**config.mk**
```make
export PLATFORM = sky130hd
export DESIGN_NAME = dac_tx_flat
export DESIGN_NICKNAME = d
export VERILOG_FILES = /design/src/rtl/dac_tx_pkg.sv /design/src/rtl/dac_tx_if.sv /design/src/rtl/dac_tx_bclk_gen.sv /design/src/rtl/dac_tx.sv /design/src/flat_wrapper.sv
export SDC_FILE = /design/constraint.sdc
export NUM_CORES = 1
export LEC_CHECK = 0
export BUFFER_PORTS_ARGS = -buffer_cell sky130_fd_sc_hd__buf_2
export CAP_MARGIN = 15
export CORE_MARGIN = 2
export CORE_UTILIZATION = 55
export DETAILED_ROUTE_END_ITERATION = 7
export GPL_TIMING_DRIVEN = 0
export PLACE_DENSITY = 0.77
export SLEW_MARGIN = 20
export SYNTH_ARGS = -nofsm -noshare
export SYNTH_HDL_FRONTEND = slang
export SYNTH_SLANG_ARGS = --single-unit
```
**constraint.sdc**
```tcl
create_clock -name m_clk -period 6 [get_ports m_clk]
set_input_delay 0.9 -clock m_clk [delete_from_list [all_inputs] [get_ports m_clk]]
set_output_delay 0.9 -clock m_clk [all_outputs]
set_load 0.05 [all_outputs]
```
**src/rtl/dac_tx_pkg.sv**
```systemverilog
// Shared types and defaults for the WM8731 DAC transmit path.
package dac_tx_pkg;

    typedef enum logic {
        IDLE = 1'b0,
        RUN  = 1'b1
    } state_t;

    localparam int DEFAULT_DATA_W   = 16;
    localparam int DEFAULT_BCLK_DIV = 4;

    function automatic int frame_bits(input int data_w);
        return 2 * data_w;
    endfunction

endpackage

```
**src/rtl/dac_tx_if.sv**
```systemverilog
// Sample-pair valid/ready port feeding the DAC transmitter.
interface dac_tx_if
    import dac_tx_pkg::*;
#(
    parameter int DATA_W = DEFAULT_DATA_W
);

    logic                     s_valid;
    logic                     s_ready;
    logic signed [DATA_W-1:0] s_left;
    logic signed [DATA_W-1:0] s_right;

    modport master (output s_valid, output s_left, output s_right, input  s_ready);
    modport slave  (input  s_valid, input  s_left, input  s_right, output s_ready);

endinterface

```
**src/rtl/dac_tx_bclk_gen.sv**
```systemverilog
// Bit-clock divider: toggles b_clk every BCLK_DIV cycles while running and
// flags the cycle on which b_clk is about to rise or fall.
module bclk_gen #(
    parameter int BCLK_DIV = 4
) (
    input  logic m_clk,
    input  logic rst,
    input  logic run,
    output logic b_clk,
    output logic rise,
    output logic fall
);

    localparam int               CNT_W = (BCLK_DIV > 2) ? $clog2(BCLK_DIV) : 1;
    localparam logic [CNT_W-1:0] TC    = CNT_W'(BCLK_DIV - 1);

    logic [CNT_W-1:0] cnt;
    logic             tc;

    // Strobes are combinational so that registers in the parent update on the
    // very edge that moves b_clk.
    assign tc   = run && (cnt == TC);
    assign rise = tc && !b_clk;
    assign fall = tc && b_clk;

    always_ff @(posedge m_clk) begin
        if (rst || !run) begin
            cnt   <= '0;
            b_clk <= 1'b0;
        end else if (tc) begin
            cnt   <= '0;
            b_clk <= ~b_clk;
        end else begin
            cnt   <= cnt + 1'b1;
        end
    end

endmodule

```
**src/rtl/dac_tx.sv**
```systemverilog
// WM8731 DAC transmitter: clock master sending left then right sample,
// MSB first, as one 2*DATA_W bit frame per dac_lr_clk period.
module dac_tx
    import dac_tx_pkg::*;
#(
    parameter int DATA_W   = DEFAULT_DATA_W,
    parameter int BCLK_DIV = DEFAULT_BCLK_DIV
) (
    input  logic    m_clk,
    input  logic    rst,
    input  logic    en,
    dac_tx_if.slave smp,
    output logic    b_clk,
    output logic    dac_lr_clk,
    output logic    dacdat,
    output logic    busy,
    output logic    underflow
);

    localparam int               FB      = frame_bits(DATA_W);
    localparam int               BC_W    = $clog2(FB);
    localparam logic [BC_W-1:0]  LAST    = BC_W'(FB - 1);
    localparam logic [BC_W-1:0]  HALF_M1 = BC_W'(DATA_W - 1);

    state_t                   state;
    logic [BC_W-1:0]          bit_cnt;
    logic                     full;
    logic signed [DATA_W-1:0] hold_left;
    logic signed [DATA_W-1:0] hold_right;
    logic [FB-1:0]            shift;
    logic [FB-1:0]            next_word;
    logic                     rise;
    logic                     fall;
    logic                     frame_start;
    logic                     accept;
    logic                     load;

    bclk_gen #(.BCLK_DIV(BCLK_DIV)) u_bclk (
        .m_clk (m_clk),
        .rst   (rst),
        .run   (busy),
        .b_clk (b_clk),
        .rise  (rise),
        .fall  (fall)
    );

    assign busy        = (state == RUN);
    assign smp.s_ready = !full;
    assign accept      = smp.s_valid && !full;
    assign frame_start = rise && (bit_cnt == LAST);
    assign load        = frame_start && full;

    // An empty holding register at frame start sends a silent frame; a pair
    // accepted in that same cycle waits for the following frame.
    always_comb begin
        next_word = shift;
        if (frame_start) begin
            next_word = load ? {hold_left, hold_right} : '0;
        end
    end

    always_ff @(posedge m_clk) begin
        if (accept) begin
            hold_left  <= smp.s_left;
            hold_right <= smp.s_right;
        end
        if (rise) begin
            shift <= next_word << 1;
        end
    end

    always_ff @(posedge m_clk) begin
        if (rst) begin
            state      <= IDLE;
            bit_cnt    <= LAST;
            full       <= 1'b0;
            dac_lr_clk <= 1'b0;
            dacdat     <= 1'b0;
            underflow  <= 1'b0;
        end else begin
            underflow <= 1'b0;
            if (accept) begin
                full <= 1'b1;
            end else if (load) begin
                full <= 1'b0;
            end

            case (state)
                IDLE: begin
                    bit_cnt    <= LAST;
                    dac_lr_clk <= 1'b0;
                    dacdat     <= 1'b0;
                    if (en) begin
                        state <= RUN;
                    end
                end
                RUN: begin
                    if (rise) begin
                        dacdat <= next_word[FB-1];
                        if (frame_start) begin
                            bit_cnt    <= '0;
                            dac_lr_clk <= 1'b1;
                            underflow  <= !full;
                        end else begin
                            bit_cnt <= bit_cnt + 1'b1;
                            if (bit_cnt == HALF_M1) begin
                                dac_lr_clk <= 1'b0;
                            end
                        end
                    end
                    // Stopping is only considered once the last bit has been sampled.
                    if (fall && (bit_cnt == LAST) && !en) begin
                        state  <= IDLE;
                        dacdat <= 1'b0;
                    end
                end
                default: state <= IDLE;
            endcase
        end
    end

endmodule

```
**src/flat_wrapper.sv**
```systemverilog
// flat-port wrapper written by rule: the top's interface ports become plain ports
module dac_tx_flat import dac_tx_pkg::*;
#(
    parameter int DATA_W   = DEFAULT_DATA_W,
    parameter int BCLK_DIV = DEFAULT_BCLK_DIV
)
  (m_clk, rst, en, b_clk, dac_lr_clk, dacdat, busy, underflow, smp_s_valid, smp_s_left, smp_s_right, smp_s_ready);
  dac_tx_if #(.DATA_W(DATA_W)) smp_i ();
  input  logic m_clk;
  input  logic rst;
  input  logic en;
  output logic b_clk;
  output logic dac_lr_clk;
  output logic dacdat;
  output logic busy;
  output logic underflow;
  input wire logic [$bits(smp_i.s_valid)-1:0] smp_s_valid;
  input wire logic [$bits(smp_i.s_left)-1:0] smp_s_left;
  input wire logic [$bits(smp_i.s_right)-1:0] smp_s_right;
  output wire logic [$bits(smp_i.s_ready)-1:0] smp_s_ready;
  assign smp_i.s_valid = smp_s_valid;
  assign smp_i.s_left = smp_s_left;
  assign smp_i.s_right = smp_s_right;
  assign smp_s_ready = smp_i.s_ready;
  dac_tx #(.DATA_W(DATA_W), .BCLK_DIV(BCLK_DIV)) u_core (.m_clk(m_clk), .rst(rst), .en(en), .smp(smp_i), .b_clk(b_clk), .dac_lr_clk(dac_lr_clk), .dacdat(dacdat), .busy(busy), .underflow(underflow));
endmodule
```
* Yosys cells after proc, flatten, opt, wreduce, memory -nomap -nowiden
Index checks and enable logic that the tools add are counted.
Cells by class: multiplexer cells 17, equality and inequality tests 6, add/subtract/negate cells 2, reductions and logical operators 18, bitwise gates (word level) 4
Operators with widths (number):
- 2-to-1 mux 32 bit | 2
- 2-to-1 mux 5 bit | 2
- one-hot mux 5 bit (2 select lines) | 1
- 2-to-1 mux 1 bit | 9
- logical AND 1 bit | 8
- inequality test 3 bit, second input constant | 2
- one-hot mux 1 bit (2 select lines) | 3
- adder 5 x 1 -> 5 bit, second input constant | 1
- == test 5 x 4 -> 1 bit, second input constant | 1
- == test 5 bit, second input constant | 1
- zero test 1 bit | 4
- NOT 1 bit | 4
- AND reduction 2 bit | 2
- OR reduction 4 bit | 1
- adder 2 x 1 -> 2 bit, second input constant | 1
- == test 2 bit, second input constant | 1
- inequality test 2 bit, second input constant | 1
- nonzero test 2 bit | 1
- OR reduction 2 bit | 1
- logical OR 1 bit | 1
Storage, ports and cells: register bits 76, word-level logic and storage cells 59, output and inout port bits 6

* Depth between registers and ports, before layout
word-level depth 10, mapped depth 8, gate-level depth less buffers 6

* Hierarchy
A second synthesis with hierarchy kept.
Second synthesis, totals: cells, all modules 228, area, all modules 2947.8 um^2
Modules (own cells, without submodules):
- dac_tx | cells an instance 216, area an instance 2830.2 um^2, times used 1
- bclk_gen | cells an instance 12, area an instance 117.6 um^2, times used 1

* Least setup slack after synthesis
Ideal clock, no wire load.
kind input to register, start input port smp_s_valid, end register u_core.hold_left[0], enable pin, stages on the path 1, data required time 5575 ps, buffers on the path 0, arrival 2348 ps, slack 3227 ps, cell sequence nor2b_1
Between the ends: word-level cells in the longest chain between the ends 1
RTL lines:
- start: declaration | RTL line flat_wrapper.sv:17 | input wire logic [$bits(smp_i.s_valid)-1:0] smp_s_valid;
- logical AND 1 bit | RTL line dac_tx.sv:49 | assign accept = smp.s_valid && !full;
- end signal: assignment | RTL line dac_tx.sv:64 | hold_left <= smp.s_left;
- end: declaration | RTL line dac_tx.sv:28 | logic signed [DATA_W-1:0] hold_left;
No other way between the ends. A chain may end at the register's enable or synchronous reset.

* Final worst setup path
start register u_core.bit_cnt[0], end register u_core.shift[9], data pin
Between the ends: word-level cells in the longest chain between the ends 5
RTL lines:
- start: declaration | RTL line dac_tx.sv:26 | logic [BC_W-1:0] bit_cnt;
- start signal: assignment | RTL line dac_tx.sv:105 | bit_cnt <= bit_cnt + 1'b1;
- == test 5 bit (*) | RTL line dac_tx.sv:50 | assign frame_start = rise && (bit_cnt == LAST);
- logical AND 1 bit (*) | RTL line dac_tx.sv:50
- logical AND 1 bit | RTL line dac_tx.sv:51 | assign load = frame_start && full;
- 2-to-1 mux 32 bit | RTL line dac_tx.sv:58 | next_word = load ? {hold_left, hold_right} : '0;
- 2-to-1 mux 32 bit (*) | RTL line dac_tx.sv:57 | if (frame_start) begin
- net u_core.next_word[8] | RTL line dac_tx.sv:31 | logic [FB-1:0] next_word;
- end signal: assignment | RTL line dac_tx.sv:68 | shift <= next_word << 1;
- end: declaration | RTL line dac_tx.sv:30 | logic [FB-1:0] shift;
The timed path passes the listed nets; every way through them passes the cells marked *.

==> flow_summary.ini <==
[yosys]
syn_nets = 267
yosysSeqAreaShare_pct = 74.07
synth_area_um2 = 2905
postSynthAreaPerCell_um2 = 12.80
yosysWarnings = 0
ys_types = 27
syn_inst = 227
ys_ff_latch = 76

[clocking]
cts_buffers = 9
clk_latency_ps = 340
root_buffer = clkbuf_8
cts_max_path_buffers = 2
cts-hold-fix-buffers = 0
h-tree-depth = 3
cts_tree = built
clock_sinks = 76
cts-resized-gates = 0
path_clk_slew_ps = 80
cts_setup_buffers = 0

[worst_setup_path]
path_max_fanout = 10
worst_path_dominant_cell_family = simple AND/OR/NAND/NOR gates
critPathCaptureType = flip-flop
slowest_stage = dfxtp_1
path_cells = ha_1 -> and3_1 -> ha_1 -> buf_2 -> nand4b_2 -> clkbuf_1 -> nand2_1 -> o21ai_0
worst_ep_required_time_ps = 6080
cp_num_buf_inv = 2
start_kind = flip-flop
path_common_cell = ha_1
critPathMaxStageDelay_ps = 400
cp_data_arrival_time_ps = 2290
critPathKind = reg2reg

[sta]
period_needed_ps = 2215
fmax_mhz = 451.5
hold_viol = 0
rsz0062_at_grt = false
finalMaxSlewViolations = 0
setup_viol = 0
relSlewSlack_pct = 56.31
setup-tns-final_ps = 0
worst_pin_slew_ps = 654.4
fin_hold_ws_ps = 442.1
clock_skew_ps = 11.12
post-route-period-util_pct = 36.91

[global_routing]
grt_use_total_pct = 17.90
grt_pass1_wl_um = 7914
grt_pass1_vias = 1713
grt-ovfl-total = 0
antenna_found_initial = 0
grt_max_degree = 32

[placed_design]
dpl.hpwl_um = 2963
port_buffers = 41
gp_congestion = 0.6958
dp_cells = 339

[floorplan]
start_util_pct = 56.88
top_level_ports = 42
coreArea_um2 = 5107
fp.dieH_um = 76.68
die_w_um = 76.68
die_area_um2 = 5880
rows = 26

[route]
vias_per_cell = 5.096
dr.pass1.iters = 5
first_iter_violations = 109
wirelength_um = 4555
vias = 1809
drc = 0
final_antenna_net_count = 0
wl_per_cell_um = 12.83

[power]
p_leak_nw = 1.380
power_density_nw_per_um2 = 288.5
vdd_drop_max_mv = 0.1925

[status]
status = completed

[layout]
nFillCells = 391
drive_above_1_share_pct = 20.70
layoutNonFillerInstCount = 355
syn2layout_area_growth_pct = 17.36
antennaDiodeCount = 0
final_nets = 320

[hold_path]
hold_path.class = reg2reg

[job]
maxCapViolCount = 0
## logic make-up (layout without fill, tap and decap cells)
family                     after synthesis  count (layout)  synth area share, %
buffers and inverters                   17              75                2.325
adders and majority gates                4               4                1.723
AOI/OAI and AO/OA                       43              43                8.139
muxes                                    1               1               0.3445
DFF                                     76              76                74.07
and+or+nand+nor                         85              85                13.09
xor gates and xnor gates                 1               1               0.3015
## metal layers
metal  track usage (%)  up-vias  routed length, µm
met1             24.73      835               2107
met3             6.000        8                246
met5                 0        -                  0
li1                  -      910                  -
met4             8.727        0                 93
met2             25.61       56               2107
## worst reg2reg max path, cell delays in order (launching register included)
cell and delay (ps):
dfxtp_1 400, ha_1 210, and3_1 200, ha_1 140, buf_2 180, nand4b_2 270, clkbuf_1 320, nand2_1 140
o21ai_0 100
## flip-flops by register name, indices dropped and copies added (netlist names)
signal / flops
u_core.bit_cnt: 5
u_core.busy: 1
u_core.dac_lr_clk: 1
u_core.dacdat: 1
u_core.full: 1
u_core.hold_left: 16
u_core.hold_right: 16
u_core.shift: 31
u_core.u_bclk.b_clk: 1
u_core.u_bclk.cnt: 2
u_core.underflow: 1
## synth_stat cells
| library cell | n | area, µm² |
|---|---|---|
| nor3_1 | 3 | 15.01 |
| and2b_1 | 1 | 7.510 |
| nor2_1 | 6 | 22.52 |
| or2b_1 | 1 | 7.510 |
| nand2_1 | 64 | 240.2 |
| nand3b_4 | 1 | 20.02 |
| o211ai_1 | 3 | 22.52 |
| nand4b_2 | 1 | 15.01 |
| or2_1 | 1 | 6.260 |
| a31oi_1 | 2 | 12.51 |
| nand3_1 | 1 | 5.000 |
| o21ai_0 | 32 | 160.2 |
| clkbuf_1 | 9 | 33.78 |
| nor2b_1 | 3 | 18.77 |
| o311ai_0 | 1 | 8.760 |
| ha_1 | 4 | 50.05 |
| dfxtp_1 | 13 | 260.3 |
| nand4b_1 | 1 | 8.760 |
| xnor2_1 | 1 | 8.760 |
| and3_1 | 1 | 6.260 |
| mux2i_1 | 1 | 10.01 |
| inv_1 | 5 | 18.77 |
| o311ai_1 | 2 | 17.52 |
| edfxtp_1 | 63 | 1892 |
| buf_2 | 3 | 15.01 |
| nor3b_1 | 1 | 7.510 |
| a21oi_1 | 3 | 15.01 |
## through the flow
| step | util, % | worst slack [ps] | cell area [µm²] | total power, W |
|---|---|---|---|---|
| final | 66.76 | 3785 | 3410 | 0.0009837 |
| after global routing | 66.76 | 3565 | 3410 | 0.001025 |
| after CTS | 66.76 | 3791 | 3410 | 0.0009932 |
| after detailed placement | 63.30 | 3826 | 3233 | 0.0006394 |
| after global placement | 62.62 | 2585 | 3198 | 0.0006351 |
| after floorplan | - | 3227 | 2905 | 0.0006178 |
## final cells by class
type | instances | area [µm²] | area share, %
Sequential cell | 76 | 2152 | 63.12
Buffer | 12 | 48.80 | 1.431
Inverter | 5 | 18.77 | 0.5505
Clock buffer | 13 | 138.9 | 4.073
Tap cell | 70 | 87.58 | 2.569
Timing Repair Buffer | 42 | 232.7 | 6.826
Clock inverter | 3 | 37.54 | 1.101
Multi-Input combinational cell | 134 | 693.2 | 20.33
## layout by cell type (no fill, tap or decap), types with 2 or more instances in the layout
master and count:
o21ai_0 32, a31oi_1 2, edfxtp_1 63, o211ai_1 3, a21oi_1 3, inv_1 4, clkinv_1 2, nor3_1 3
o311ai_1 2, dfxtp_1 13, ha_1 4, clkbuf_8 9, nor2b_1 2, nor2_1 6, nand2_1 64, buf_2 44
clkbuf_1 13
## report_power, final
group / switching, W / internal (W)
Sequential: 0.00000493 / 0.000583
Combinational: 0.0000229 / 0.0000163
Clock: 0.000166 / 0.000190
Total: 0.000194 / 0.000790
## path summary, 6_finish.rpt
path | from | endpoint | cells after the start | slack (ps)
max | u_core.bit_cnt[0] | u_core.shift[9] | 8 | 3790
min | u_core.u_bclk.cnt[0] | u_core.u_bclk.cnt[0] | 1 | 440
max reg2reg | u_core.bit_cnt[0] | u_core.shift[9] | 8 | 3790
min reg2reg | u_core.u_bclk.cnt[0] | u_core.u_bclk.cnt[0] | 1 | 440
Note: power is estimated with default switching activity, not from simulation.
